==> src/rtl/z80fi_recorder.sv <==
// z80fi retirement recorder: assembles one record per instruction
// from per-T-state core events and publishes it as a one-cycle pulse.
module z80fi_recorder #(
  parameter int MCYCLE_W    = 3,
  parameter int MAX_MCYCLES = 6,
  parameter int TCYC_W      = 4
) (
  input  logic                clk,
  input  logic                reset,
  input  logic                insn_start,
  input  logic                mcycle_start,
  input  logic [MCYCLE_W-1:0] mcycle_type,
  input  logic                opcode_byte_valid,
  input  logic [7:0]          opcode_byte,
  input  logic                mem_rd,
  input  logic                mem_wr,
  input  logic [15:0]         mem_addr,
  input  logic [7:0]          mem_data,
  input  logic                insn_done,
  output logic                z80fi_valid,
  output logic [31:0]         z80fi_insn,
  output logic [2:0]          z80fi_insn_len,
  output logic [15:0]         z80fi_bus_raddr,
  output logic [15:0]         z80fi_bus_raddr2,
  output logic [7:0]          z80fi_bus_rdata,
  output logic [7:0]          z80fi_bus_rdata2,
  output logic [15:0]         z80fi_bus_waddr,
  output logic [15:0]         z80fi_bus_waddr2,
  output logic [7:0]          z80fi_bus_wdata,
  output logic [7:0]          z80fi_bus_wdata2,
  output logic                z80fi_mem_rd,
  output logic                z80fi_mem_rd2,
  output logic                z80fi_mem_wr,
  output logic                z80fi_mem_wr2,
  output logic [MCYCLE_W-1:0] z80fi_mcycle_type1,
  output logic [MCYCLE_W-1:0] z80fi_mcycle_type2,
  output logic [MCYCLE_W-1:0] z80fi_mcycle_type3,
  output logic [MCYCLE_W-1:0] z80fi_mcycle_type4,
  output logic [MCYCLE_W-1:0] z80fi_mcycle_type5,
  output logic [MCYCLE_W-1:0] z80fi_mcycle_type6,
  output logic [TCYC_W-1:0]   z80fi_tcycles1,
  output logic [TCYC_W-1:0]   z80fi_tcycles2,
  output logic [TCYC_W-1:0]   z80fi_tcycles3,
  output logic [TCYC_W-1:0]   z80fi_tcycles4,
  output logic [TCYC_W-1:0]   z80fi_tcycles5,
  output logic [TCYC_W-1:0]   z80fi_tcycles6,
  output logic                z80fi_overflow
);

  localparam int SW = $clog2(MAX_MCYCLES + 1);
  localparam logic [SW-1:0]     SLOTS = SW'(MAX_MCYCLES);
  localparam logic [SW-1:0]     SONE  = SW'(1);
  localparam logic [TCYC_W-1:0] TONE  = TCYC_W'(1);
  localparam logic [TCYC_W-1:0] TMAX  = '1;

  typedef enum logic {IDLE, REC} state_t;

  typedef struct packed {
    logic [31:0] insn;
    logic [2:0]  len;
    logic [15:0] raddr;
    logic [15:0] raddr2;
    logic [7:0]  rdata;
    logic [7:0]  rdata2;
    logic [15:0] waddr;
    logic [15:0] waddr2;
    logic [7:0]  wdata;
    logic [7:0]  wdata2;
    logic        rd;
    logic        rd2;
    logic        wr;
    logic        wr2;
    logic [MAX_MCYCLES-1:0][MCYCLE_W-1:0] mtype;
    logic [MAX_MCYCLES-1:0][TCYC_W-1:0]   tcyc;
    logic [SW-1:0] nslot;
    logic          mstop;
    logic          ovf;
  } rec_t;

  state_t state_q, state_d;
  rec_t   acc_q, acc_d, out_q, ret_d;
  logic   valid_q;
  logic   retire, acc_we;
  logic [SW-1:0] cur;

  always_ff @(posedge clk) begin
    if (reset) state_q <= IDLE;
    else       state_q <= state_d;
  end

  always_comb begin
    state_d = state_q;
    unique case (state_q)
      IDLE: if (insn_start) state_d = REC;
      REC:  if (insn_done && !insn_start) state_d = IDLE;
      default: state_d = IDLE;
    endcase
  end

  // A retiring record shares no events with a coincident new one.
  always_comb begin
    retire = (state_q == REC) && insn_done;
    acc_we = (state_q == REC) || insn_start;
    ret_d  = insn_start ? acc_q : acc_d;
  end

  always_comb begin
    acc_d = insn_start ? '0 : acc_q;
    cur   = acc_d.nslot - SONE;
    if (insn_start || mcycle_start) begin
      if (acc_d.nslot == SLOTS) begin
        acc_d.mstop = 1'b1;
        acc_d.ovf   = 1'b1;
      end else begin
        acc_d.mtype[acc_d.nslot] = mcycle_type;
        acc_d.tcyc[acc_d.nslot]  = TONE;
        acc_d.nslot = acc_d.nslot + SONE;
      end
    end else if (acc_d.nslot != '0 && !acc_d.mstop) begin
      if (acc_d.tcyc[cur] == TMAX) acc_d.ovf = 1'b1;
      else acc_d.tcyc[cur] = acc_d.tcyc[cur] + TONE;
    end
    if (opcode_byte_valid) begin
      if (acc_d.len == 3'd4) begin
        acc_d.ovf = 1'b1;
      end else begin
        acc_d.insn[{acc_d.len[1:0], 3'b000} +: 8] = opcode_byte;
        acc_d.len = acc_d.len + 3'd1;
      end
    end
    if (mem_rd) begin
      if (!acc_d.rd) begin
        acc_d.rd    = 1'b1;
        acc_d.raddr = mem_addr;
        acc_d.rdata = mem_data;
      end else if (!acc_d.rd2) begin
        acc_d.rd2    = 1'b1;
        acc_d.raddr2 = mem_addr;
        acc_d.rdata2 = mem_data;
      end else begin
        acc_d.ovf = 1'b1;
      end
    end
    if (mem_wr) begin
      if (!acc_d.wr) begin
        acc_d.wr    = 1'b1;
        acc_d.waddr = mem_addr;
        acc_d.wdata = mem_data;
      end else if (!acc_d.wr2) begin
        acc_d.wr2    = 1'b1;
        acc_d.waddr2 = mem_addr;
        acc_d.wdata2 = mem_data;
      end else begin
        acc_d.ovf = 1'b1;
      end
    end
  end

  always_ff @(posedge clk) begin
    if (reset) begin
      acc_q   <= '0;
      out_q   <= '0;
      valid_q <= 1'b0;
    end else begin
      if (acc_we) acc_q <= acc_d;
      if (retire) out_q <= ret_d;
      valid_q <= retire;
    end
  end

  assign z80fi_valid        = valid_q;
  assign z80fi_insn         = out_q.insn;
  assign z80fi_insn_len     = out_q.len;
  assign z80fi_bus_raddr    = out_q.raddr;
  assign z80fi_bus_raddr2   = out_q.raddr2;
  assign z80fi_bus_rdata    = out_q.rdata;
  assign z80fi_bus_rdata2   = out_q.rdata2;
  assign z80fi_bus_waddr    = out_q.waddr;
  assign z80fi_bus_waddr2   = out_q.waddr2;
  assign z80fi_bus_wdata    = out_q.wdata;
  assign z80fi_bus_wdata2   = out_q.wdata2;
  assign z80fi_mem_rd       = out_q.rd;
  assign z80fi_mem_rd2      = out_q.rd2;
  assign z80fi_mem_wr       = out_q.wr;
  assign z80fi_mem_wr2      = out_q.wr2;
  assign z80fi_mcycle_type1 = out_q.mtype[0];
  assign z80fi_mcycle_type2 = out_q.mtype[1];
  assign z80fi_mcycle_type3 = out_q.mtype[2];
  assign z80fi_mcycle_type4 = out_q.mtype[3];
  assign z80fi_mcycle_type5 = out_q.mtype[4];
  assign z80fi_mcycle_type6 = out_q.mtype[5];
  assign z80fi_tcycles1     = out_q.tcyc[0];
  assign z80fi_tcycles2     = out_q.tcyc[1];
  assign z80fi_tcycles3     = out_q.tcyc[2];
  assign z80fi_tcycles4     = out_q.tcyc[3];
  assign z80fi_tcycles5     = out_q.tcyc[4];
  assign z80fi_tcycles6     = out_q.tcyc[5];
  assign z80fi_overflow     = out_q.ovf;

endmodule
==> config.mk <==
export PLATFORM = sky130hd
export DESIGN_NAME = z80fi_recorder
export DESIGN_NICKNAME = d
export VERILOG_FILES = /design/src/rtl/z80fi_recorder.sv
export SDC_FILE = /design/constraint.sdc
export NUM_CORES = 1
export LEC_CHECK = 0
export ABC_AREA = 1
export CAP_MARGIN = 15
export CORE_MARGIN = 2
export CORE_UTILIZATION = 51
export CTS_CLUSTER_SIZE = 40
export DETAILED_ROUTE_END_ITERATION = 8
export PLACE_DENSITY = 0.83
export SKIP_CTS_REPAIR_TIMING = 1
export SLEW_MARGIN = 20
export SYNTH_ARGS = -nofsm -noshare
export SYNTH_HDL_FRONTEND = slang
export SYNTH_SLANG_ARGS = --single-unit
==> constraint.sdc <==
create_clock -name clk -period 2.8 [get_ports clk]
set_clock_uncertainty 0.15 [all_clocks]
set_input_delay 0.7 -clock clk [delete_from_list [all_inputs] [get_ports clk]]
set_output_delay 0.7 -clock clk [all_outputs]
set_load 0.005 [all_outputs]
After elaboration in Yosys (flattened, before gate mapping)
Index checks and enable logic that the tools add are counted.
{"block": "op_classes", "addsub": 5, "n_mul": 0, "div": 0, "magnitude_cmp": 4, "n_eq_ne": 3, "shift": 2, "muxes": 55, "bitwise_logic": 4, "reduce_logical": 10}
{"operator": "182-bit 2-to-1 mux", "count": 2}
{"operator": "16-bit 2-to-1 mux", "count": 6}
{"operator": "48-bit 2-to-1 mux", "count": 2}
{"operator": "24-bit 2-to-1 mux", "count": 3}
{"operator": "35-bit 2-to-1 mux", "count": 2}
{"operator": "8-bit 2-to-1 mux", "count": 6}
{"operator": "45-bit 2-to-1 mux", "count": 1}
{"operator": "32-bit bitwise mux", "count": 1}
{"operator": "8-bit by 7-bit variable shift with 32-bit output (first input constant)", "count": 1}
{"operator": "8-bit by 7-bit variable part select with 32-bit output", "count": 1}
{"operator": "24-bit bitwise mux", "count": 1}
{"operator": "4-bit demux with 3-bit select", "count": 2}
{"operator": "18-bit bitwise AND", "count": 1}
{"operator": "18-bit bitwise mux", "count": 1}
{"operator": "18-bit 2-to-1 mux", "count": 1}
{"operator": "18-bit inverter", "count": 1}
{"operator": "4-bit 2-to-1 mux", "count": 4}
{"operator": "1-bit 2-to-1 mux", "count": 15}
{"operator": "4-bit binary-select mux with 3-bit select", "count": 1}
{"operator": "3-bit demux with 3-bit select", "count": 1}
{"operator": "3-bit by 4-bit < comparator with 1-bit output (second input constant)", "count": 2}
{"operator": "2-bit 2-to-1 mux", "count": 4}
{"operator": "5-bit negator with 7-bit output", "count": 1}
{"operator": "3-bit by 1-bit adder with 3-bit output (second input constant)", "count": 2}
{"operator": "13 further kinds", "count": 21}
{"block": "totals", "regBits": 362, "latchBits": 0, "mem_bits_rw": 0, "mem_bits_ro": 0, "n_memories": 0}

Longest topological paths before layout
{"block": "logic_depth", "word_depth": 17, "mapped_depth": 18, "depth_no_buf": 18}

Least setup slack after synthesis
Ideal clock, no wire load.
{"block": "synth_path", "kind": "in2reg", "from": "input insn_start", "to": "register out_q, in the netlist z80fi_tcycles3[2]", "arrival_ns": 2.791, "required_time_ns": 2.510, "setup_slack_ns": -0.280, "path_stages": 15, "path_buffers": 1, "path_cell_list": "buf_6 nor2_1 inv_1 ha_1 inv_1 nand3_1 nand3_1 nand2_2 ha_1 xnor2_1 nand2_1 nand3_1 nand3_1 nand2_1 a21oi_1"}
{"block": "synth_via", "elab_chain_cells": 11}
{"item": "start, declared", "line": "10", "rtl": "input logic insn_start,"}
{"item": "parallel branches: the longest is 10 deep, another holds 4-bit by 1-bit adder with 4-bit output"}
{"item": "182-bit 2-to-1 mux *", "line": "104", "rtl": "ret_d = insn_start ? acc_q : acc_d;"}
{"item": "end signal, assigned", "line": "166", "rtl": "if (retire) out_q <= ret_d;"}
{"item": "end, declared", "line": "81", "rtl": "rec_t acc_q, acc_d, out_q, ret_d;"}
Mark *: on every way between the ends. The select of a mux whose other input is x is not followed.
A chain may end at the register's enable or synchronous reset.

Final worst setup path
{"block": "layout_path", "from": "register acc_q[3] (netlist name)", "to": "register out_q, in the netlist z80fi_tcycles3[0]"}
{"block": "layout_via", "elab_chain_cells": 11}
{"item": "start, declared", "line": "81"}
{"item": "start signal, assigned", "line": "161", "rtl": "acc_q <= '0;"}
{"item": "start signal, assigned", "line": "165", "rtl": "if (acc_we) acc_q <= acc_d;"}
{"item": "182-bit 2-to-1 mux *", "line": "108", "rtl": "acc_d = insn_start ? '0 : acc_q;"}
{"item": "parallel branches: the longest is 8 deep, another holds 4-bit by 1-bit adder with 4-bit output"}
{"item": "24-bit 2-to-1 mux *", "line": "110", "rtl": "if (insn_start || mcycle_start) begin"}
{"item": "182-bit 2-to-1 mux *", "line": "104"}
Marked as above.

==> PnR_summary.wiki <==
{| class="wikitable"
! Metric !! Value
|-
| Outcome || finished clean
|-
| Total of buffers placed on input and output ports || 221
|-
| Residual overflow from global routing || 0
|-
| Number of global-route vias before repair || 17,257
|-
| Cell family with most CP delay || simple AND/OR/NAND/NOR gates
|-
| Xor-xnor portion of the synthesized cell area || less than 1%
|-
| Via count of the routed design || 18,761
|-
| Initial cell density of the core || between 50% and 60%
|-
| Async set-or-reset flop fraction in the synthesized netlist || 0%
|-
| Critical path data required time || approximately 3.1 ns
|-
| Number of enable-type register cells in the synthesized netlist || 0
|-
| Endpoints failing setup || 0
|-
| Top achievable clock speed || 379 MHz
|-
| Adder and majority gate portion of the synthesized area || 0.716%
|-
| Source-to-sink clock delay at the later pin of the worst-skew pair || 0.55 ns
|-
| Die area || 35,800 µm²
|-
| DRT antenna net count || 0
|-
| Average wire length per cell after detail routing || 18.4 µm
|-
| Drt via density || 5.91
|-
| 1st-pass router iterations || 6
|-
| Compound-cell area share of the yosys netlist || 28.4%
|-
| Setup slack, reg-to-reg || 0.16 ns
|-
| Number of nets in the finished design || 2,753
|-
| Largest family of logic cells by synthesized area || compound AO/OA/AOI/OAI gates
|-
| TritonCTS clock tree || done
|-
| Mux contribution to synthesized area || 0%
|-
| Maximum clock path buffer count || 3
|-
| M3 GR Usage || 4.86%
|-
| Antenna violations before repair || 0
|-
| Endpoint type of the worst setup path || register
|-
| Core Area || around 34,000 µm²
|-
| Final worst hold slack || 0.311 ns
|-
| Leakage Power || 9.48 nW
|-
| DP Wirelength || 38.0 mm
|-
| CTS Root Buffer Type || clkbuf_16
|-
| DIE WIDTH || ~190 µm
|-
| Final period demand of the worst path || 2.64 ns
|-
| CP cell instances || inv_1 -> nor2_4 -> inv_2 -> ha_4 -> inv_2 -> a21oi_2 -> nand3_2 -> nand2_2 -> ha_4 -> nand3_4 -> nand3_4 -> o21ai_0 -> nand3_1 -> nand3_1 -> nand2_1 -> a21oi_2
|-
| Slowest cell on the critical path || dfxtp_2
|-
| Top-Level Pins || 222
|-
| Fin. Hold Viols || 0
|-
| Routability congestion estimate || 0.945
|-
| Most used DFF post-synth || dfxtp_1
|-
| Area share of the leading cell type in the synthesized netlist || 41.5%
|-
| Global-route wire length before repair || 92.5 mm
|-
| Pin slew with the least headroom to its limit || 0.740 ns
|-
| Max cap viols || 0
|-
| Data arrival time of the critical path || 2.88 ns
|-
| CTS clock-pin slew for the worst setup and hold paths || 0.06 ns
|-
| HP Class || register to register
|-
| Sequential fraction of the synthesis area || between 40% and 50%
|-
| P per Cell Area || 588 nW/µm²
|-
| DRT iter0 DRCs || 2,073
|-
| Setup TNS || 0 ns
|-
| Share of cells above drive strength 1 || 9.13%
|-
| Delay of the slowest cell on the worst path || 0.35 ns
|-
| # H-tree levels || 2
|-
| Height of the die || 189 µm
|-
| Synth Area in Simple Gates || ~17%
|-
| Pin count of the biggest net entering global routing || 131
|-
| Synthesized Nets || 2,567
|-
| Buf+Inv Stages, Crit Path || 3
|-
| Row cnt || 67
|-
| Number of instances in the synthesized netlist || 2,514
|-
| Sinks on Clock Net || ~360
|-
| Post-route total power || 12.9 mW
|-
| Routed wire length || around 58 mm
|-
| Met2 global-route usage || 49.0%
|-
| Pins over their slew limit || 0
|-
| Number of warnings issued by yosys || 0
|-
| Pre-CTS setup slack || -0.266 ns
|-
| Average instance area after synthesis || 6.95 µm²
|-
| Number of register bits inferred by synthesis || 362
|-
| TritonCTS buffer count || 40
|-
| WS Path Type || register to register
|-
| Overall Global Routing Usage || about a third
|-
| Worst-case setup margin in the final layout || 0.164 ns
|-
| Maximum vdd drop || 0.456 mV
|-
| GR met1 Demand/Resource || 44.5%
|-
| Startpoint types || register
|-
| Critical Path Fanout Max || 7
|-
| Cell taking the most area after synthesis || dfxtp_1
|-
| Area of the mapped netlist || 17,500 µm²
|-
| Count of cell types in the netlist || 35
|-
| DRC || 0
|-
| GRT busiest layer || met2
|-
| Main area contributors after synthesis || dfxtp_1 41%, a21oi_1 11%, o21ai_0 11%
|-
| Final period util || 94.1%
|-
| Worst relative slew slack || 50.7%
|-
| Layout overhead on the synthesized area || 25.7%
|}
==> metal layers <==
layer / routed length [µm] / vias up
li1: - / 8844
met1: 24600 / 8766
met2: 26400 / 1017
met3: 5260 / 134
met4: 2110 / 0
met5: 0 / -
==> state kept, by name (all words and copies together), names as in the netlist, 8 cells and up <==
register,count
z80fi_bus_wdata,8
z80fi_bus_waddr2,16
z80fi_bus_raddr,16
z80fi_insn,32
acc_q,182
z80fi_bus_waddr,16
z80fi_bus_raddr2,16
z80fi_bus_rdata2,8
z80fi_bus_wdata2,8
z80fi_bus_rdata,8
==> cell usage after synthesis (2+ instances only) <==
master    instances
nand3_2          11
a211oi_1          2
nand2_1         259
clkbuf_1        143
a21oi_2           6
buf_1            15
a31oi_1           6
a21oi_1         387
o221ai_1         22
nor2_1          215
o32ai_1          48
buf_2            28
o211ai_1         27
o22ai_1          31
inv_2            10
nor2_4            2
buf_6             2
o21ai_0         375
ha_1             10
nand4_1          23
nand2_2           9
nor2_2            2
inv_1           329
buf_4             8
nand3_1         170
dfxtp_1         362
nor3_1            4
==> cell usage in the layout, fill, tap and decap left out, types with 3 or more instances in the layout <==
master	count
a21oi_1	386
a21oi_2	7
a31oi_1	6
buf_12	17
buf_4	102
clkbuf_1	9
clkbuf_16	40
clkbuf_8	5
clkdlybuf4s50_1	219
clkinv_2	9
clkinvlp_4	3
dfxtp_1	361
ha_1	7
inv_1	323
inv_2	12
inv_6	3
nand2_1	255
nand2_2	11
nand2_4	3
nand3_1	169
nand3_2	9
nand3_4	5
nand4_1	23
nor2_1	209
nor2_2	3
nor2_4	7
nor3_1	4
o211ai_1	27
o21ai_0	375
o221ai_1	22
o22ai_1	31
o32ai_1	48
==> path summary, 6_finish.rpt <==
path	start	end	cells after the start
max	acc_q[3]	z80fi_tcycles3[0]	16
min	z80fi_insn[2]	z80fi_insn[2]	2
max reg2reg	acc_q[3]	z80fi_tcycles3[0]	16
min reg2reg	z80fi_insn[2]	z80fi_insn[2]	2
==> cells by family (layout without fill, tap and decap cells) <==
group	count (synthesis)	count (layout)
AOI/OAI and AO/OA	908	908
and+or+nand+nor	698	699
buffers and inverters	535	748
DFF	362	362
adders and majority gates	10	10
xor gates and xnor gates	1	1
other	0	1
==> layout make-up <==
cell class	instances	area [µm²]
fill	2822	11600
multi-input combinational	1618	8290
clock inverter	16	168
sequential	362	7250
antenna	1	2.50
clock buffer	54	1100
timing repair buffer	339	3310
inverter	339	1290
tap	448	561
==> where the power goes <==
group / internal (mW) / switching, mW
sequential: 5.48 / 0.237
clock: 2.90 / 2.24
combinational: 0.821 / 1.25
total: 9.20 / 3.72
==> per-stage QoR <==
step / instances / utilization, % / instance area, µm²
after floorplan: 2514 / - / 17500
after global placement: 3099 / 61.2 / 20600
after detailed placement: 3099 / 61.2 / 20600
after CTS: 3169 / 65.0 / 21900
after global routing: 3176 / 65.3 / 22000
final: 3177 / 65.4 / 22000
==> worst reg2reg max path: stages (launching register included) <==
cell and delay, ns:
dfxtp_2 0.35, inv_1 0.08, nor2_4 0.13, inv_2 0.05
ha_4 0.29, inv_2 0.07, a21oi_2 0.12, nand3_2 0.09
nand2_2 0.11, ha_4 0.17, nand3_4 0.21, nand3_4 0.18
o21ai_0 0.09, nand3_1 0.15, nand3_1 0.10, nand2_1 0.09
a21oi_2 0.05
(Power assumes the default switching activity.)
